## src/rtl/uart_pkg.sv

```systemverilog
// Shared UART byte-packing definitions: FSM state encoding and width constants
// used by both the 24-to-8 serializer and the 8-to-24 packer.
package uart_pkg;

  typedef enum logic [0:0] {TX_IDLE, TX_SEND} tx_state_t;

  localparam int UART_BYTE_W    = 8;
  localparam int UART_CNT_W     = 2;
  localparam int UART_MAX_BYTES = 3;

endpackage

```

## src/rtl/uart_reg24to8_if.sv

```systemverilog
// Word-in / byte-out bundle for uart_reg24to8; master is the FIFO+UART side,
// slave is the serializer.
interface uart_reg24to8_if;
  import uart_pkg::*;

  // Load side: wren is taken only while ready=1. Byte side: a byte moves on
  // every cycle with dout_valid & dout_ready; dout/dout_valid hold until then.
  logic                  wren;
  logic [31:0]           din;
  logic [UART_CNT_W-1:0] valid_bytes;
  logic                  ready;
  logic [UART_BYTE_W-1:0] dout;
  logic                  dout_valid;
  logic                  dout_ready;
  logic [UART_CNT_W-1:0] bytes_left;

  modport master (
    output wren, din, valid_bytes, dout_ready,
    input  ready, dout, dout_valid, bytes_left
  );

  modport slave (
    input  wren, din, valid_bytes, dout_ready,
    output ready, dout, dout_valid, bytes_left
  );

endinterface

```

## src/rtl/uart_reg24to8.sv

```systemverilog
// Serializes up to NUM_BYTES bytes of a loaded word, LSB byte first, onto an
// 8-bit valid/ready stream. UART_REG24TO8_OVERFLOW_EN adds a sticky dropped-load flag.
module uart_reg24to8
  import uart_pkg::*;
#(
  parameter int NUM_BYTES = UART_MAX_BYTES
) (
  input  logic            clk,
  input  logic            rst,
  uart_reg24to8_if.slave  bus,
  output tx_state_t       state
`ifdef UART_REG24TO8_OVERFLOW_EN
  ,
  input  logic            overflow_clr,
  output logic            overflow
`endif
);

  localparam logic [UART_CNT_W-1:0] NB = UART_CNT_W'(NUM_BYTES);

  tx_state_t             state_nxt;
  logic [23:0]           data_q, data_nxt;
  logic [UART_CNT_W-1:0] idx_q, idx_nxt;
  logic [UART_CNT_W-1:0] left_q, left_nxt;
  logic [UART_CNT_W-1:0] eff_cnt;
  logic [UART_BYTE_W-1:0] byte_sel;
  logic                  unused_din_hi;

  assign unused_din_hi = ^bus.din[31:24];
  assign eff_cnt = (bus.valid_bytes > NB) ? NB : bus.valid_bytes;

  always_ff @(posedge clk or posedge rst) begin
    if (rst) begin
      state  <= TX_IDLE;
      data_q <= '0;
      idx_q  <= '0;
      left_q <= '0;
    end else begin
      state  <= state_nxt;
      data_q <= data_nxt;
      idx_q  <= idx_nxt;
      left_q <= left_nxt;
    end
  end

  always_comb begin
    state_nxt = state;
    data_nxt  = data_q;
    idx_nxt   = idx_q;
    left_nxt  = left_q;
    case (state)
      TX_IDLE: begin
        if (bus.wren && (eff_cnt != '0)) begin
          state_nxt = TX_SEND;
          data_nxt  = bus.din[23:0];
          idx_nxt   = '0;
          left_nxt  = eff_cnt;
        end
      end
      TX_SEND: begin
        if (bus.dout_ready) begin
          // Last byte returns idx to 0 so it never walks past NUM_BYTES-1.
          if (left_q == UART_CNT_W'(1)) begin
            state_nxt = TX_IDLE;
            idx_nxt   = '0;
            left_nxt  = '0;
          end else begin
            idx_nxt  = idx_q + UART_CNT_W'(1);
            left_nxt = left_q - UART_CNT_W'(1);
          end
        end
      end
      default: state_nxt = TX_IDLE;
    endcase
  end

  always_comb begin
    case (idx_q)
      2'd0:    byte_sel = data_q[7:0];
      2'd1:    byte_sel = data_q[15:8];
      default: byte_sel = data_q[23:16];
    endcase
  end

  // Outputs depend on registers only; dout reads 0 whenever nothing is offered.
  assign bus.ready      = (state == TX_IDLE);
  assign bus.dout_valid = (state == TX_SEND);
  assign bus.dout       = (state == TX_SEND) ? byte_sel : '0;
  assign bus.bytes_left = left_q;

`ifdef UART_REG24TO8_OVERFLOW_EN
  logic ovf_q;

  always_ff @(posedge clk or posedge rst) begin
    if (rst) begin
      ovf_q <= 1'b0;
    end else if (bus.wren && (state != TX_IDLE)) begin
      ovf_q <= 1'b1;
    end else if (overflow_clr) begin
      ovf_q <= 1'b0;
    end
  end

  assign overflow = ovf_q;
`endif

endmodule

```

## src/flat_wrapper.sv

```systemverilog
// flat-port wrapper written by rule: the top's interface ports become plain ports
module uart_reg24to8_flat import uart_pkg::*;
#(
  parameter int NUM_BYTES = UART_MAX_BYTES
)
  (clk, rst, state, bus_wren, bus_din, bus_valid_bytes, bus_dout_ready, bus_ready, bus_dout, bus_dout_valid, bus_bytes_left);
  uart_reg24to8_if bus_i ();
  input  logic clk;
  input  logic rst;
  output tx_state_t state;
  input wire logic [$bits(bus_i.wren)-1:0] bus_wren;
  input wire logic [$bits(bus_i.din)-1:0] bus_din;
  input wire logic [$bits(bus_i.valid_bytes)-1:0] bus_valid_bytes;
  input wire logic [$bits(bus_i.dout_ready)-1:0] bus_dout_ready;
  output wire logic [$bits(bus_i.ready)-1:0] bus_ready;
  output wire logic [$bits(bus_i.dout)-1:0] bus_dout;
  output wire logic [$bits(bus_i.dout_valid)-1:0] bus_dout_valid;
  output wire logic [$bits(bus_i.bytes_left)-1:0] bus_bytes_left;
  assign bus_i.wren = bus_wren;
  assign bus_i.din = bus_din;
  assign bus_i.valid_bytes = bus_valid_bytes;
  assign bus_i.dout_ready = bus_dout_ready;
  assign bus_ready = bus_i.ready;
  assign bus_dout = bus_i.dout;
  assign bus_dout_valid = bus_i.dout_valid;
  assign bus_bytes_left = bus_i.bytes_left;
  uart_reg24to8 #(.NUM_BYTES(NUM_BYTES)) u_core (.clk(clk), .rst(rst), .bus(bus_i), .state(state));
endmodule
```

## config.mk

```make
export PLATFORM = sky130hd
export DESIGN_NAME = uart_reg24to8_flat
export DESIGN_NICKNAME = d
export VERILOG_FILES = /design/src/rtl/uart_pkg.sv /design/src/rtl/uart_reg24to8_if.sv /design/src/rtl/uart_reg24to8.sv /design/src/flat_wrapper.sv
export SDC_FILE = /design/constraint.sdc
export NUM_CORES = 1
export LEC_CHECK = 0
export BUFFER_PORTS_ARGS = -buffer_cell sky130_fd_sc_hd__buf_2
export CORE_ASPECT_RATIO = 0.8
export CORE_MARGIN = 5
export CORE_UTILIZATION = 48
export CTS_CLUSTER_SIZE = 8
export DETAILED_ROUTE_END_ITERATION = 8
export HOLD_SLACK_MARGIN = 0.02
export PLACE_DENSITY = 0.78
export SETUP_SLACK_MARGIN = 0.1
export SLEW_MARGIN = 20
export SYNTH_ARGS = -nofsm -noshare
export SYNTH_HDL_FRONTEND = slang
export SYNTH_SLANG_ARGS = --single-unit
export TNS_END_PERCENT = 10
```

## constraint.sdc

```tcl
create_clock -name clk -period 2.3 [get_ports clk]
set_clock_uncertainty 0.15 [all_clocks]
set_input_delay 0.345 -clock clk [delete_from_list [all_inputs] [get_ports clk]]
set_output_delay 0.345 -clock clk [all_outputs]
set_load 0.05 [all_outputs]
```

==> results of run 1 <==
==> synthesized netlist by cell type <==
cell type | number | share of area [%]
nor3_1 | 1 | 0.35
a22oi_1 | 8 | 4.3
o211ai_4 | 1 | 1.5
buf_12 | 1 | 1.4
a221oi_1 | 1 | 0.62
mux2_4 | 16 | 17
dfrtp_1 | 29 | 51
ha_1 | 3 | 2.7
clkbuf_1 | 1 | 0.27
mux2_2 | 8 | 6.4
inv_4 | 1 | 0.44
nor3b_1 | 1 | 0.53
buf_1 | 1 | 0.27
o32ai_1 | 1 | 0.62
buf_4 | 1 | 0.53
nor2_1 | 1 | 0.27
a31o_2 | 2 | 1.2
a31oi_1 | 1 | 0.44
xnor2_1 | 1 | 0.62
nand2_1 | 14 | 3.7
a21oi_1 | 9 | 3.2
buf_8 | 1 | 1.1
inv_1 | 4 | 1.1
==> power breakdown <==
group          switching [uW]  leakage [uW]  total (uW)  internal [uW]
clock network             185     0.0000450         393            209
logic                    1070      0.000506        1820            752
registers                 204      0.000342         974            770
==> layer usage <==
metal | wire length [um] | GRT usage [%] | up-vias
met4 | 64 | 7.51 | 0
li1 | - | - | 482
met5 | 0 | 0 | -
met2 | 1630 | 27.6 | 37
met1 | 1310 | 20.3 | 499
met3 | 218 | 4.78 | 7
==> state kept, by name, summed over array words and instances (netlist names) <==
name,flops
u_core.bus.bytes_left,2
u_core.bus.dout_valid,1
u_core.data_q,24
u_core.idx_q,2
==> placed cells by master (no fill, tap or decap) <==
| master | Yosys | final |
|---|---|---|
| a21oi_2 | 0 | 5 |
| buf_6 | 0 | 2 |
| ha_1 | 3 | 1 |
| clkinv_2 | 0 | 2 |
| nor3b_1 | 1 | 1 |
| clkbuf_8 | 0 | 5 |
| inv_4 | 1 | 1 |
| inv_1 | 4 | 4 |
| dfrtp_1 | 29 | 29 |
| a221oi_1 | 1 | 1 |
| buf_2 | 0 | 34 |
| nor2_4 | 0 | 1 |
| clkbuf_1 | 1 | 1 |
| ha_2 | 0 | 2 |
| a31oi_1 | 1 | 1 |
| a22oi_2 | 0 | 5 |
| dlygate4sd3_1 | 0 | 1 |
| xnor2_1 | 1 | 1 |
| a22oi_1 | 8 | 3 |
| a21oi_1 | 9 | 4 |
| o32ai_1 | 1 | 1 |
| mux2_2 | 8 | 8 |
| o211ai_4 | 1 | 1 |
| nand2_1 | 14 | 14 |
| clkbuf_4 | 0 | 1 |
| nor3_1 | 1 | 1 |
| a31o_2 | 2 | 2 |
| mux2_4 | 16 | 16 |
| buf_4 | 1 | 9 |
==> final timing paths <==
| check | from | end | slack (ns) | cells past startpoint |
|---|---|---|---|---|
| min | bus_din[19] | u_core.data_q[19] | 0.14 | 2 |
| max | u_core.idx_q[0] | bus_dout[6] | 0.18 | 6 |
| max reg2reg | u_core.bus.dout_valid | u_core.data_q[17] | 0.54 | 3 |
| min reg2reg | u_core.data_q[19] | u_core.data_q[19] | 0.36 | 1 |
| min in group asynchronous | rst | u_core.data_q[9] | 0.53 | 4 |
| max in group asynchronous | rst | u_core.idx_q[1] | 1.20 | 4 |
==> worst reg2reg max path: cells and delay by family, from the launching register on <==
kind / cells / cell delay (ns)
DFF: 1 / 0.47
AOI/OAI and AO/OA: 1 / 0.46
buffers and inverters: 1 / 0.13
muxes: 1 / 0.43
==> through the flow <==
stage,cells,cell area [um^2]
finish,195,1820
global route,195,1820
CTS,194,1750
detailed placement,185,1640
global placement,185,1640
floorplan,107,1410
==> repair_timing <==
action | in CTS | in global routing
setup buffers | 0 | 1
hold buffers | 1 | 0
setup endpoints to repair | 8 | 8
endpoints found under the hold margin | 29 | 0
pin swaps | 0 | 1
gates resized for setup | 3 | 26
==> cells by family (layout without fill, tap and decap cells) <==
kind of cell,Yosys count,in the layout,synth area share (%)
buffers and inverters,10,60,5.06
AOI/OAI and AO/OA,23,23,11.9
DFF,29,29,51.5
adders and majority gates,3,3,2.66
xor gates and xnor gates,1,1,0.621
muxes,24,24,23.4
and+or+nand+nor,17,17,4.88
==> area by class of cell <==
class | count | area share [%]
Sequential cell | 29 | 39.8
Multi-Input combinational cell | 68 | 36.7
Timing Repair Buffer | 47 | 15.2
Clock buffer | 6 | 3.98
Tap cell | 38 | 2.61
Inverter | 5 | 1.17
Clock inverter | 2 | 0.549
==> flow_metrics.env, run 1 <==
export IMPL_die_h_um=58.5
export IMPL_rows=17
export IMPL_cp_end_kind="output port"
export IMPL_start_util_pct=50.6
export IMPL_maxSlewViolCount=0
export IMPL_fin_nets=197
export IMPL_place_ws_ns=0.184
export IMPL_tritoncts="yes"
export IMPL_via_count=1025
export IMPL_grt_pass1_wl_um=5380
export IMPL_portBuffers=42
export IMPL_wire_per_inst_um=16.5
export IMPL_grt_util_all_layers_pct=16.6
export IMPL_synth_cell_type_count=23
export IMPL_synth_cells=107
export IMPL_drc_errors=0
export IMPL_fin_crit_sh_pct=92.3
export IMPL_antenna_found_initial=0
export IMPL_criticalPathCategory="flop to output port"
export IMPL_cts_buffers=5
export IMPL_max_freq_ghz=0.471
export IMPL_overflow=0
export IMPL_rsz0062_at_grt="false"
export IMPL_period_minus_slack_ns=2.12
export IMPL_relSlewSlack_pct=27.0
export IMPL_core_um2=2790
export IMPL_start_kind="flop"
export IMPL_finalHoldViolCount=0
export IMPL_hold_slack_ns=0.139
export IMPL_root_buffer="clkbuf_8"
export IMPL_synth_nets=148
export IMPL_avgSynthCellArea_um2=13.2
export IMPL_hold_class="input port to flop"
export IMPL_ant_nets=0
export IMPL_power_density_nw_per_um2=1750
export IMPL_wl_um=3230
export IMPL_drive_gt1_share_pct=59.9
export IMPL_ioPinCount=51
export IMPL_die_w_um=70.6
export IMPL_clk_pin_slew_ns=0.06
export IMPL_nFillCells=217
export IMPL_insertion_delay_ns=0.28
export IMPL_grt_max_degree=30
export IMPL_finalWorstSetupSlack_ns=0.178
export IMPL_ys_ff_latch=29
export IMPL_path_buf_inv=3
export IMPL_areaGrowthSynthToFinish_pct=29.4
export IMPL_cp_top_family="buffers and inverters"
export IMPL_syn_area_um2=1410
export IMPL_setup_viol=0
export IMPL_slowest_delay_ns=0.41
export IMPL_multi_input_area_um2=669
export IMPL_crit_chain="inv_1 > ha_2 > buf_6 > a22oi_1 > a21oi_1 > buf_4"
export IMPL_area_sequential_um2=726
export IMPL_fin_tns_setup_ns=0
export IMPL_dr_pass1_iters=4
export IMPL_diodes=0
export IMPL_worst_slew_pin_slew_ns=1.09
export IMPL_via_per_inst=5.26
export IMPL_ir_worst_vdd_v=0.000992
export IMPL_cp_slowest_cell="dfrtp_1"
export IMPL_drt_initial_drc_count=67
export IMPL_p_leak_uw=0.000893
export IMPL_grt_pass1_vias=1147
export IMPL_final_core_util_pct=65.5
export IMPL_cts_max_path_buffers=2
export IMPL_place_congestion=0.793
export IMPL_cts_max_level=2
export IMPL_status="finished, final reports clean"
export IMPL_dieArea_um2=4130
export IMPL_worstPathArrival_ns=1.63
export IMPL_maxCapViolations=0
export IMPL_cts_sinks=29
export IMPL_total_power_uw=3190
export IMPL_path_max_fanout=8
export IMPL_cp_required_ns=1.80
export IMPL_yosys_warnings=0
export IMPL_ys_seq_area_share_pct=51.5
export IMPL_dpl_hpwl_um=2240
No activity file was read; power rests on OpenSTA's default activity.
==> run 2, diff against run 1 <==
Settings changed: HOLD_SLACK_MARGIN 0.02 to 0.06.
Clock period 2.3 ns to 2 ns, I/O delays scaled along.
==> run 2 against run 1 <==
Against the previous run:
- the run now ends with setup timing left
- cell count rose by 2.6%
- via count rose by 4.6%
- setup slack got worse by 0.25 ns
- die area did not move
- critical path type unchanged
- critical endpoint unchanged
- largest cell class is now multi-input combinational cells
- highest routed layer unchanged
==> flow_metrics.env, run 2 (same netlist as run 1, synthesis figures left out) <==
export IMPL_fin_nets=202
export IMPL_fin_crit_sh_pct=103
export IMPL_status="complete, but fails checks"
export IMPL_cp_slowest_cell="dfrtp_1"
export IMPL_cp_top_family="flip-flops"
export IMPL_relSlewSlack_pct=26.7
export IMPL_worstReg2RegEnd="u_core.data_q[23]"
export IMPL_cts_sinks=29
export IMPL_power_density_nw_per_um2=2120
export IMPL_die_w_um=70.6
export IMPL_grt_max_degree=30
export IMPL_worst_slew_pin_slew_ns=1.09
export IMPL_antenna_found_initial=0
export IMPL_path_buf_inv=3
export IMPL_p_leak_uw=0.000949
export IMPL_drc_errors=0
export IMPL_grt_util_all_layers_pct=19.3
export IMPL_layout_commonest_cell="buf_2"
export IMPL_drive_gt1_share_pct=68.5
export IMPL_critical_path_startpoint="u_core.idx_q[0]"
export IMPL_r2r_slack_ns=0.17
export IMPL_die_h_um=58.5
export IMPL_cp_endpoint="bus_dout[6]"
export IMPL_wl_um=3530
export IMPL_fin_cells=200
export IMPL_place_ws_ns=-0.00941
export IMPL_crit_chain="inv_2 > ha_4 > nor2_4 > buf_12 > nand2_2 > a21oi_4 > buf_6"
export IMPL_rsz0062_at_grt="true"
export IMPL_clk_pin_slew_ns=0.06
export IMPL_regMostFlops="u_core.data_q"
export IMPL_r2r_start="u_core.bus.dout_valid"
export IMPL_insertion_delay_ns=0.29
export IMPL_largest_reg_flops=24
export IMPL_dp_cells=184
export IMPL_failed_checks="setup timing"
export IMPL_hold_class="input port to flop"
export IMPL_met1_length_um=1370
export IMPL_finalWorstSetupSlack_ns=-0.0681
export IMPL_nFillCells=181
export IMPL_wire_per_inst_um=17.7
export IMPL_via_per_inst=5.36
export IMPL_path_max_fanout=6
export IMPL_hold_slack_ns=0.0841
export IMPL_finalHoldViolCount=0
export IMPL_grt_pass1_wl_um=5970
export IMPL_period_minus_slack_ns=2.07
export IMPL_criticalPathCategory="flop to output port"
export IMPL_fin_tns_setup_ns=-0.330
export IMPL_slowest_delay_ns=0.42
export IMPL_wl_met3_um=177
export IMPL_maxCapViolations=0
export IMPL_core_um2=2790
export IMPL_root_buffer="clkbuf_8"
export IMPL_cts_max_level=2
export IMPL_final_core_util_pct=72.7
export IMPL_rows=17
export IMPL_max_freq_ghz=0.484
export IMPL_drt_initial_drc_count=53
export IMPL_setup_viol=8
export IMPL_cp_end_kind="output port"
export IMPL_worstPathArrival_ns=1.62
export IMPL_routed_wl_met2_um=1790
export IMPL_ioPinCount=51
export IMPL_dr_pass1_iters=4
export IMPL_cts_max_path_buffers=2
export IMPL_maxSlewViolCount=0
export IMPL_place_congestion=0.817
export IMPL_crit_cells=7
export IMPL_areaGrowthSynthToFinish_pct=43.7
export IMPL_dieArea_um2=4130
export IMPL_diodes=0
export IMPL_cp_required_ns=1.55
export IMPL_via_count=1072
export IMPL_overflow=0
export IMPL_ant_nets=0
export IMPL_cts_buffers=5
export IMPL_tritoncts="yes"
export IMPL_start_util_pct=50.6
export IMPL_start_kind="flop"
export IMPL_ff2ff_path_depth=3
export IMPL_ir_worst_vdd_v=0.00104
export IMPL_dpl_hpwl_um=2310
export IMPL_top_layer_used="met4"
export IMPL_portBuffers=42
export IMPL_grt_pass1_vias=1238
export IMPL_final_cell_mix="buf_2, dfrtp_1, mux2_4"
run 2: area by class of cell:
cell class                      instances  area [um^2]  share of cell area (%)
Multi-Input combinational cell         68          776                    38.3
Sequential cell                        29          727                    35.9
Timing Repair Buffer                   52          365                    18.0
Clock buffer                            8         90.1                    4.44
Tap cell                               38         47.5                    2.35
Inverter                                5         21.3                    1.05
run 2: power by group:
group          switching, uW  internal (uW)  leakage, uW
Clock                    227            280    0.0000455
Combinational           1450           1190     0.000562
Sequential               251            888     0.000341
Total                   1930           2360     0.000949
run 2: worst min-delay path by stage:
| stage | from | endpoint | slack, ns | cells after the start |
|---|---|---|---|---|
| detailed placement | rst | u_core.data_q[2] | 0.24 | 3 |
| CTS | bus_din[16] | u_core.data_q[16] | 0.08 | 2 |
| global placement | rst | u_core.data_q[0] | 0.23 | 3 |
| global route | bus_din[13] | u_core.data_q[13] | 0.09 | 2 |
| floorplan | rst | u_core.bus.bytes_left[0] | 0.23 | 1 |
| finish | bus_din[16] | u_core.data_q[16] | 0.08 | 2 |
run 2: per-stage QoR:
stage	cell area (um^2)	total power, uW
global route	2030	4490
CTS	2010	4230
detailed placement	1730	3200
finish	2030	4290
global placement	1730	3140
floorplan	1510	2810
run 2: what timing repair did:
action                                  4_1_cts  5_1_grt
gates resized for setup                      37        2
endpoints found under the setup margin        8        8
pin swaps                                    14        0
endpoints found under the hold margin        29        0
setup buffers                                 6        1
hold buffers                                  1        0
gates cloned                                  0        0
run 2: per-layer routing:
metal	global-route usage [%]	up-vias
met1	21.3	528
met3	5.97	18
met5	0	-
met4	14.2	0
li1	-	488
met2	31.9	38
